--- src/rtl/hdu_mc.sv ---
// Hazard detection unit with multi-cycle load-use stall, stall-and-hold for iterative EX ops,
// and a saturating stall-cycle counter. Drives all pipeline-register enables and clears.
module hdu_mc #(
   parameter int unsigned REG_AW    = 5,
   parameter int unsigned LU_CYCLES = 1,
   parameter int unsigned CNT_W     = 32
) (
   input  logic              clk_i,
   input  logic              rst_ni,
   input  logic              br_flush_i,
   input  logic              IDEX_rdwren_i,
   input  logic              IDEX_mem_rden_i,
   input  logic              IDEX_mc_i,
   input  logic [REG_AW-1:0] IDEX_rd_i,
   input  logic [REG_AW-1:0] IFID_rs1_i,
   input  logic [REG_AW-1:0] IFID_rs2_i,
   input  logic              IFID_rs1_en_i,
   input  logic              IFID_rs2_en_i,
   input  logic              mc_done_i,
   input  logic              perf_clr_i,
   output logic              IFID_clear_o,
   output logic              IDEX_clear_o,
   output logic              EXMEM_clear_o,
   output logic              IFID_wren_o,
   output logic              IDEX_wren_o,
   output logic              pc_wren_o,
   output logic              mc_start_o,
   output logic              mc_kill_o,
   output logic              mc_busy_o,
   output logic [CNT_W-1:0]  stall_cnt_o
);

   typedef enum logic [1:0] {StIdle, StLuStall, StMcBusy} state_e;

   localparam logic [2:0] LuInit = 3'(LU_CYCLES - 1);

   state_e           state_q, state_d;
   logic [2:0]       lu_cnt_q, lu_cnt_d;
   logic [CNT_W-1:0] stall_cnt_q, stall_cnt_d;
   logic             lu_hit;
   logic             ifid_clr, idex_clr, exmem_clr;
   logic             ifid_wr, idex_wr, pc_wr;
   logic             start, kill;

   assign lu_hit = IDEX_mem_rden_i & IDEX_rdwren_i & (IDEX_rd_i != '0) &
                   ((IFID_rs1_en_i & (IFID_rs1_i == IDEX_rd_i)) |
                    (IFID_rs2_en_i & (IFID_rs2_i == IDEX_rd_i)));

   always_comb begin
      state_d   = state_q;
      lu_cnt_d  = lu_cnt_q;
      ifid_clr  = 1'b0;
      idex_clr  = 1'b0;
      exmem_clr = 1'b0;
      ifid_wr   = 1'b1;
      idex_wr   = 1'b1;
      pc_wr     = 1'b1;
      start     = 1'b0;
      kill      = 1'b0;
      unique case (state_q)
         StIdle: begin
            if (br_flush_i) begin
               ifid_clr  = 1'b1;
               idex_clr  = 1'b1;
               exmem_clr = 1'b1;
            end else if (IDEX_mc_i) begin
               start     = 1'b1;
               pc_wr     = 1'b0;
               ifid_wr   = 1'b0;
               idex_wr   = 1'b0;
               exmem_clr = 1'b1;
               state_d   = StMcBusy;
            end else if (lu_hit) begin
               idex_clr = 1'b1;
               pc_wr    = 1'b0;
               ifid_wr  = 1'b0;
               if (LU_CYCLES > 1) begin
                  lu_cnt_d = LuInit;
                  state_d  = StLuStall;
               end
            end
         end
         StLuStall: begin
            if (br_flush_i) begin
               ifid_clr  = 1'b1;
               idex_clr  = 1'b1;
               exmem_clr = 1'b1;
               lu_cnt_d  = '0;
               state_d   = StIdle;
            end else begin
               // Hazard is not re-checked; the bubble count was fixed on entry.
               idex_clr = 1'b1;
               pc_wr    = 1'b0;
               ifid_wr  = 1'b0;
               lu_cnt_d = lu_cnt_q - 3'd1;
               if (lu_cnt_q == 3'd1) state_d = StIdle;
            end
         end
         StMcBusy: begin
            if (br_flush_i) begin
               ifid_clr  = 1'b1;
               idex_clr  = 1'b1;
               exmem_clr = 1'b1;
               kill      = 1'b1;
               state_d   = StIdle;
            end else if (mc_done_i) begin
               state_d = StIdle;
            end else begin
               pc_wr     = 1'b0;
               ifid_wr   = 1'b0;
               idex_wr   = 1'b0;
               exmem_clr = 1'b1;
            end
         end
         default: state_d = StIdle;
      endcase
   end

   // Outputs fall back to pass-through defaults while reset is held.
   assign IFID_clear_o  = rst_ni & ifid_clr;
   assign IDEX_clear_o  = rst_ni & idex_clr;
   assign EXMEM_clear_o = rst_ni & exmem_clr;
   assign IFID_wren_o   = ~rst_ni | ifid_wr;
   assign IDEX_wren_o   = ~rst_ni | idex_wr;
   assign pc_wren_o     = ~rst_ni | pc_wr;
   assign mc_start_o    = rst_ni & start;
   assign mc_kill_o     = rst_ni & kill;
   assign mc_busy_o     = rst_ni & (state_q == StMcBusy);
   assign stall_cnt_o   = stall_cnt_q;

   always_comb begin
      stall_cnt_d = stall_cnt_q;
      if (perf_clr_i) begin
         stall_cnt_d = '0;
      end else if (!pc_wren_o && (stall_cnt_q != '1)) begin
         stall_cnt_d = stall_cnt_q + 1'b1;
      end
   end

   always_ff @(posedge clk_i or negedge rst_ni) begin
      if (!rst_ni) begin
         state_q     <= StIdle;
         lu_cnt_q    <= '0;
         stall_cnt_q <= '0;
      end else begin
         state_q     <= state_d;
         lu_cnt_q    <= lu_cnt_d;
         stall_cnt_q <= stall_cnt_d;
      end
   end

endmodule

--- config.mk ---
export PLATFORM = sky130hd
export DESIGN_NAME = hdu_mc
export DESIGN_NICKNAME = d
export VERILOG_FILES = /design/src/rtl/hdu_mc.sv
export SDC_FILE = /design/constraint.sdc
export NUM_CORES = 1
export LEC_CHECK = 0
export ABC_AREA = 1
export BUFFER_PORTS_ARGS = -buffer_cell sky130_fd_sc_hd__buf_4
export CORE_MARGIN = 8
export CORE_UTILIZATION = 35
export CTS_CLUSTER_SIZE = 16
export DETAILED_ROUTE_END_ITERATION = 6
export HOLD_SLACK_MARGIN = 0.12
export SLEW_MARGIN = 20
export SYNTH_ARGS = -nofsm -noshare
export SYNTH_HDL_FRONTEND = slang
export SYNTH_SLANG_ARGS = --single-unit
--- constraint.sdc ---
create_clock -name clk_i -period 1.8 [get_ports clk_i]
set_input_delay 0.09 -clock clk_i [delete_from_list [all_inputs] [get_ports clk_i]]
set_output_delay 0.09 -clock clk_i [all_outputs]
set_load 0.01 [all_outputs]
Yosys cells after proc, flatten, opt, wreduce, memory -nomap -nowiden
Index checks and enable logic that the tools add are counted.

operators by class
  reduce and logical (&&, ||, !) cells = 7
  $add $sub $neg = 2
  bitwise gates (word level) = 15
  multiplexer cells = 33
  equal/unequal tests = 10

operators by type and width
  operator                                                            number
  32-bit two-way mux                                                  2
  32-bit by 1-bit adder with 32-bit output, second input constant     1
  32-bit != test, second input constant                               1
  1-bit two-way mux                                                   19
  2-bit two-way mux                                                   6
  1-bit AND                                                           11
  5-bit == test                                                       2
  1-bit one-hot mux with 3 select lines                               3
  3-bit != test, second input constant                                2
  2-bit one-hot mux with 3 select lines                               1
  5-bit nonzero test                                                  1
  2-bit != test, second input constant                                2
  4-bit AND reduction                                                 1
  3-bit by 1-bit == test with 1-bit output, second input constant     1
  3-bit two-way mux                                                   1
  1-bit OR                                                            3
  3-bit OR reduction                                                  1
  3-bit by 1-bit subtractor with 3-bit output, second input constant  1
  2-bit by 1-bit == test with 1-bit output, second input constant     1
  2-bit == test, second input constant                                1
  2-bit zero test                                                     1
  1-bit one-hot mux with 2 select lines                               1
  2-bit nonzero test                                                  1
  1-bit logical AND                                                   1
  other kinds (2)                                                     2

word-level totals
  word-level logic and storage cells = 70
  register bits after elaboration = 37
  bits of input ports = 25
  output and inout bits = 41

Logic depth before layout (Yosys ltp)
  depth after elaboration = 13
  gate-level depth with buffers = 13
  depth with buffers taken out = 12

Worst setup path after synthesis
Ideal clock, no wire load.

  path kind = register to register
  start point = register stall_cnt_q[0] (netlist: stall_cnt_o[0])
  end point = register stall_cnt_q[26] (netlist: stall_cnt_o[26])
  data arrival time = 1,611 ps
  stages on the path, launching flop included = 12
  path slack = 72 ps
  required time = 1,683 ps
  buffers on the path = 1
  setup time = 117 ps
  clock period less this slack = 1,728 ps
  cells stage by stage = dfrtp_1 -> ha_1 -> nand2_2 -> nor2_4 -> nand2_2 -> nor2_4 -> nand2_1 -> nand3_2 -> nand2_4 -> buf_6 -> nand2_1 -> nand2_1

on the way
  cells in the longest elaborated chain, start to end = 3
  elaborated cells on any way between the ends = 6

RTL lines
  item                                                                        line      RTL
  start: declaration                                                          39        logic [CNT_W-1:0] stall_cnt_q, stall_cnt_d;
  start signal: assignment                                                    148       stall_cnt_q <= stall_cnt_d;
  32-bit by 1-bit adder with 32-bit output or 32-bit != test (tied branches)  136, 135
  32-bit two-way mux or 1-bit logical AND (tied branches)                     135       end else if (!pc_wren_o && (stall_cnt_q != '1)) begin
  32-bit two-way mux or 2-bit nonzero test (tied branches)                    --

Several ways; a longest one is shown, not always the timed one. The select of a mux whose other input is x is not followed.
A chain may end at the register's enable or synchronous reset.

Worst setup path after layout
  start point = register stall_cnt_q[1] (netlist: stall_cnt_o[1])
  end point = register stall_cnt_q[4] (netlist: stall_cnt_o[4])

Same word-level chain as after synthesis.

==> run_summary.xml <==
<?xml version="1.0" encoding="UTF-8"?>
<metrics>
  <group name="critical_path">
    <metric name="slowest_delay" unit="ns">0.40</metric>
    <metric name="worst-path-max-fanout" unit="">8</metric>
    <metric name="cpLargestDelayFamily" unit="">simple AND/OR/NAND/NOR gates</metric>
    <metric name="cp_data_required_time" unit="ns">1.98</metric>
    <metric name="worstSetupPathType" unit="">flip-flop to flip-flop</metric>
    <metric name="cell_by_cell_listing_of_the_critical_path" unit="">ha_4 &gt; nand2_2 &gt; nor2_4 &gt; nand2_4 &gt; nor2_4 &gt; nand2_2 &gt; nand3_4 &gt; buf_6 &gt; nand2_8 &gt; nand2_2 &gt; nand2_1</metric>
    <metric name="critical_path_top_delay_cell" unit="">sky130_fd_sc_hd__dfrtp_1</metric>
    <metric name="r2r-start" unit="">stall_cnt_o[1]</metric>
    <metric name="critical_path.startpoint_type" unit="">flip-flop</metric>
    <metric name="worst_path_most_repeated_cell" unit="">sky130_fd_sc_hd__nand2_2</metric>
    <metric name="endpoint_kind" unit="">flip-flop</metric>
    <metric name="cp.buffers_inverters" unit="">1</metric>
    <metric name="setup.worst_path.start" unit="">stall_cnt_o[1]</metric>
    <metric name="reg_to_reg_slack_setup" unit="ns">0.06</metric>
    <metric name="worstPathArrival" unit="ns">1.92</metric>
  </group>
  <group name="die">
    <metric name="boundaryPins" unit="">66</metric>
    <metric name="area_of_the_placeable_core" unit="mm2">0.00718</metric>
    <metric name="std_cell_rows" unit="">31</metric>
    <metric name="floorplan.die.height" unit="um">102</metric>
    <metric name="floorplan.initialDensity" unit="%">35.9</metric>
    <metric name="die_width" unit="um">102</metric>
    <metric name="fp.dieArea" unit="mm2">0.0104</metric>
  </group>
  <group name="synth">
    <metric name="largest_cells_by_area_after_synthesis" unit="">sky130_fd_sc_hd__dfrtp_1 32%, sky130_fd_sc_hd__nand2_1 23%, sky130_fd_sc_hd__nor2_1 11%, sky130_fd_sc_hd__nand3_1 8.0%, sky130_fd_sc_hd__xnor2_1 5.1%</metric>
    <metric name="syn_avg_cell_area" unit="um2">6.19</metric>
    <metric name="post_synth_edffs" unit="">0</metric>
    <metric name="synth.yosys.seq_area_share" unit="%">32.1</metric>
    <metric name="yosys-top-cells-count" unit="">160 x sky130_fd_sc_hd__nand2_1, 78 x sky130_fd_sc_hd__nor2_1, 41 x sky130_fd_sc_hd__nand3_1, 33 x sky130_fd_sc_hd__dfrtp_1, 32 x sky130_fd_sc_hd__inv_1</metric>
    <metric name="asyncSetResetFlopFracSynth" unit="%">100</metric>
    <metric name="synth.cell_area" unit="mm2">0.00258</metric>
    <metric name="synth_seq_cells" unit="">33</metric>
    <metric name="synth.yosys.warnings" unit="">0</metric>
    <metric name="synth.top_cell.area_share" unit="%">32.1</metric>
    <metric name="most_common_cell_in_the_netlist" unit="">sky130_fd_sc_hd__nand2_1</metric>
    <metric name="post_synth_inst_count" unit="">416</metric>
    <metric name="synth.largest_area_cell" unit="">sky130_fd_sc_hd__dfrtp_1</metric>
    <metric name="most_used_flip_flop_cell_after_synthesis" unit="">sky130_fd_sc_hd__dfrtp_1</metric>
    <metric name="synth_cell_type_count" unit="">22</metric>
    <metric name="mappedNetlistNets" unit="">442</metric>
  </group>
  <group name="timing">
    <metric name="setup_tns" unit="ns">0</metric>
    <metric name="setup_viol" unit="">0</metric>
    <metric name="slew-limit-headroom" unit="%">48.0</metric>
    <metric name="timing.final.ws_setup" unit="ns">0.0631</metric>
    <metric name="layout_worst_path_cycle_share" unit="%">96.5</metric>
    <metric name="finalHoldViolations" unit="">0</metric>
    <metric name="tightest_slew" unit="ns">0.779</metric>
    <metric name="max_freq" unit="MHz">576</metric>
    <metric name="min_period" unit="ns">1.74</metric>
    <metric name="max_transition_viols_final" unit="">0</metric>
    <metric name="skew" unit="ns">0.00332</metric>
  </group>
  <group name="power">
    <metric name="leakage_dissipation" unit="uW">0.00179</metric>
    <metric name="irDropWorstVdd" unit="uV">196</metric>
    <metric name="finalPower" unit="uW">1660</metric>
    <metric name="cellPowerDensity" unit="mW/mm2">453</metric>
  </group>
  <group name="min_path">
    <metric name="hp-start" unit="">mc_done_i</metric>
    <metric name="min_path_type" unit="">input port to flip-flop</metric>
  </group>
  <group name="clock_network">
    <metric name="htree_num_levels" unit="">2</metric>
    <metric name="cts_tree" unit="">yes</metric>
    <metric name="cts_root_buf" unit="">sky130_fd_sc_hd__clkbuf_8</metric>
    <metric name="clock_path_buffers" unit="">2</metric>
    <metric name="clkSlewWorstSetupHoldPaths" unit="ns">0.06</metric>
    <metric name="numCtsBuffers" unit="">5</metric>
    <metric name="cts.sinks" unit="">33</metric>
    <metric name="clkLatencyLatePin" unit="ns">0.29</metric>
  </group>
  <group name="final_layout">
    <metric name="footprint_of_the_flip_flops_and_latches" unit="um2">838</metric>
    <metric name="drive_gt1_share" unit="%">28.3</metric>
    <metric name="antenna-diode-count" unit="">0</metric>
    <metric name="fill_cells" unit="">739</metric>
    <metric name="multi_input_comb_area" unit="mm2">0.00170</metric>
    <metric name="final_net_count" unit="">537</metric>
    <metric name="area_growth_syn_to_layout" unit="%">42.4</metric>
  </group>
  <group name="grt">
    <metric name="first_global_vias" unit="">2711</metric>
    <metric name="maximum_number_of_pins_on_one_net_before_global_route_repair" unit="">34</metric>
    <metric name="initial_antenna_violation_count" unit="">0</metric>
    <metric name="grt_remaining_overflow" unit="">0</metric>
    <metric name="first_pass_grt_wire_length" unit="um">13100</metric>
    <metric name="groute.usage.overall" unit="%">15.7</metric>
  </group>
  <group name="detailed_routing">
    <metric name="final_routed_wire_length_divided_by_cell_count" unit="um">14.1</metric>
    <metric name="routed_via_density" unit="">4.72</metric>
    <metric name="total_iterations_of_the_first_detailed_routing_run" unit="">5</metric>
    <metric name="drt_wl_total" unit="um">8620</metric>
    <metric name="drtIter0Drc" unit="">162</metric>
    <metric name="route.antenna.remaining_nets" unit="">0</metric>
    <metric name="drc" unit="">0</metric>
    <metric name="route.vias.total" unit="">2883</metric>
  </group>
  <group name="placement">
    <metric name="routabilityCongestion" unit="">0.916</metric>
    <metric name="place.detailed.hpwl" unit="um">6240</metric>
    <metric name="port_buffers" unit="">65</metric>
    <metric name="dpl_worst_slack" unit="ns">0.0192</metric>
  </group>
  <group name="run">
    <metric name="max-cap-violations" unit="">0</metric>
  </group>
  <group name="outcome">
    <metric name="result_of_the_run" unit="">completed</metric>
  </group>
</metrics>
[routing by layer]
| layer | track usage (%) | vias to the layer above | wire (um) |
|---|---|---|---|
| met4 | 5.27 | 0 | 166 |
| li1 | - | 1483 | - |
| met2 | 25.7 | 85 | 4240 |
| met3 | 3.57 | 12 | 587 |
| met1 | 19.8 | 1303 | 3620 |
| met5 | 0 | - | 0 |
[state kept, by name (all words and copies together), names as in the netlist]
register	count
stall_cnt_o	32
state_q	1
[worst reg2reg max path, cell delays in order (launching register included)]
cell and delay [ns]:
sky130_fd_sc_hd__dfrtp_1 0.40, sky130_fd_sc_hd__ha_4 0.16, sky130_fd_sc_hd__nand2_2 0.08, sky130_fd_sc_hd__nor2_4 0.18, sky130_fd_sc_hd__nand2_4 0.09, sky130_fd_sc_hd__nor2_4 0.11, sky130_fd_sc_hd__nand2_2 0.07, sky130_fd_sc_hd__nand3_4 0.10
sky130_fd_sc_hd__buf_6 0.16, sky130_fd_sc_hd__nand2_8 0.10, sky130_fd_sc_hd__nand2_2 0.12, sky130_fd_sc_hd__nand2_1 0.05
[per-stage QoR]
step	util (%)	cells	area [um2]	hold WS, ns
6_report	51.1	611	3670	0.159
5_1_grt	51.1	611	3670	0.187
4_1_cts	47.0	599	3370	0.156
3_5_place_dp	45.6	589	3270	0.0874
3_3_place_gp	45.6	589	3270	0.0880
2_1_floorplan	-	416	2580	-0.206
[cells in the final DEF (no fill, tap or decap)]
| cell type | netlist | final |
|---|---|---|
| sky130_fd_sc_hd__buf_12 | 0 | 3 |
| sky130_fd_sc_hd__buf_4 | 4 | 92 |
| sky130_fd_sc_hd__buf_6 | 3 | 1 |
| sky130_fd_sc_hd__clkbuf_1 | 7 | 3 |
| sky130_fd_sc_hd__clkbuf_16 | 0 | 1 |
| sky130_fd_sc_hd__clkbuf_8 | 0 | 5 |
| sky130_fd_sc_hd__dfrtp_1 | 33 | 23 |
| sky130_fd_sc_hd__dfrtp_2 | 0 | 10 |
| sky130_fd_sc_hd__dlygate4sd3_1 | 0 | 2 |
| sky130_fd_sc_hd__ha_4 | 0 | 1 |
| sky130_fd_sc_hd__inv_1 | 32 | 32 |
| sky130_fd_sc_hd__inv_2 | 1 | 1 |
| sky130_fd_sc_hd__nand2_1 | 160 | 148 |
| sky130_fd_sc_hd__nand2_2 | 2 | 13 |
| sky130_fd_sc_hd__nand2_4 | 1 | 2 |
| sky130_fd_sc_hd__nand2_8 | 0 | 3 |
| sky130_fd_sc_hd__nand3_1 | 41 | 40 |
| sky130_fd_sc_hd__nand3_2 | 1 | 1 |
| sky130_fd_sc_hd__nand3_4 | 0 | 1 |
| sky130_fd_sc_hd__nand4_1 | 5 | 5 |
| sky130_fd_sc_hd__nor2_1 | 78 | 74 |
| sky130_fd_sc_hd__nor2_2 | 1 | 3 |
| sky130_fd_sc_hd__nor2_4 | 2 | 4 |
| sky130_fd_sc_hd__nor3_1 | 12 | 8 |
| sky130_fd_sc_hd__nor3_2 | 0 | 4 |
| sky130_fd_sc_hd__nor3b_1 | 3 | 3 |
| sky130_fd_sc_hd__o21ai_0 | 1 | 1 |
| sky130_fd_sc_hd__o31ai_1 | 1 | 1 |
| sky130_fd_sc_hd__xnor2_1 | 15 | 15 |
| sky130_fd_sc_hd__xor2_1 | 12 | 12 |
[power by group]
part | switching (uW) | internal (uW)
logic | 194 | 152
clock network | 274 | 275
registers | 14.7 | 753
total | 483 | 1180
[logic make-up after synthesis]
logic type,after synthesis,synth area share [%]
flip-flops,33,32.1
AO/OA/AOI/OAI,2,0.486
adder cells (fa/ha/maj),1,0.486
XOR/XNOR,27,9.18
AND/OR/NAND/NOR,306,49.5
buffers and inverters,47,8.31
[final timing paths]
path / end / cells after the start
worst min register to register: stall_cnt_o[12] / 2
max in group asynchronous: stall_cnt_o[18] / 3
worst min-delay path: state_q[1] / 6
worst max-delay path: stall_cnt_o[4] / 11
min in group asynchronous: stall_cnt_o[6] / 3
worst max register to register: stall_cnt_o[4] / 11
[cell type report]
class,count,area share (%)
timing repair buffer,99,22.0
clock buffer,8,2.18
multi-input combinational,339,46.2
sequential,33,22.8
inverter,33,3.38
tap,99,3.38
[timing repair]
| item | 4_1_cts | 5_1_grt |
|---|---|---|
| buffers inserted | 0 | 8 |
| hold buffers | 2 | 0 |
| setup endpoints to repair | 0 | 32 |
| gates resized for setup | 0 | 47 |
| hold endpoints to repair | 34 | 0 |
(Power assumes the default switching activity.)
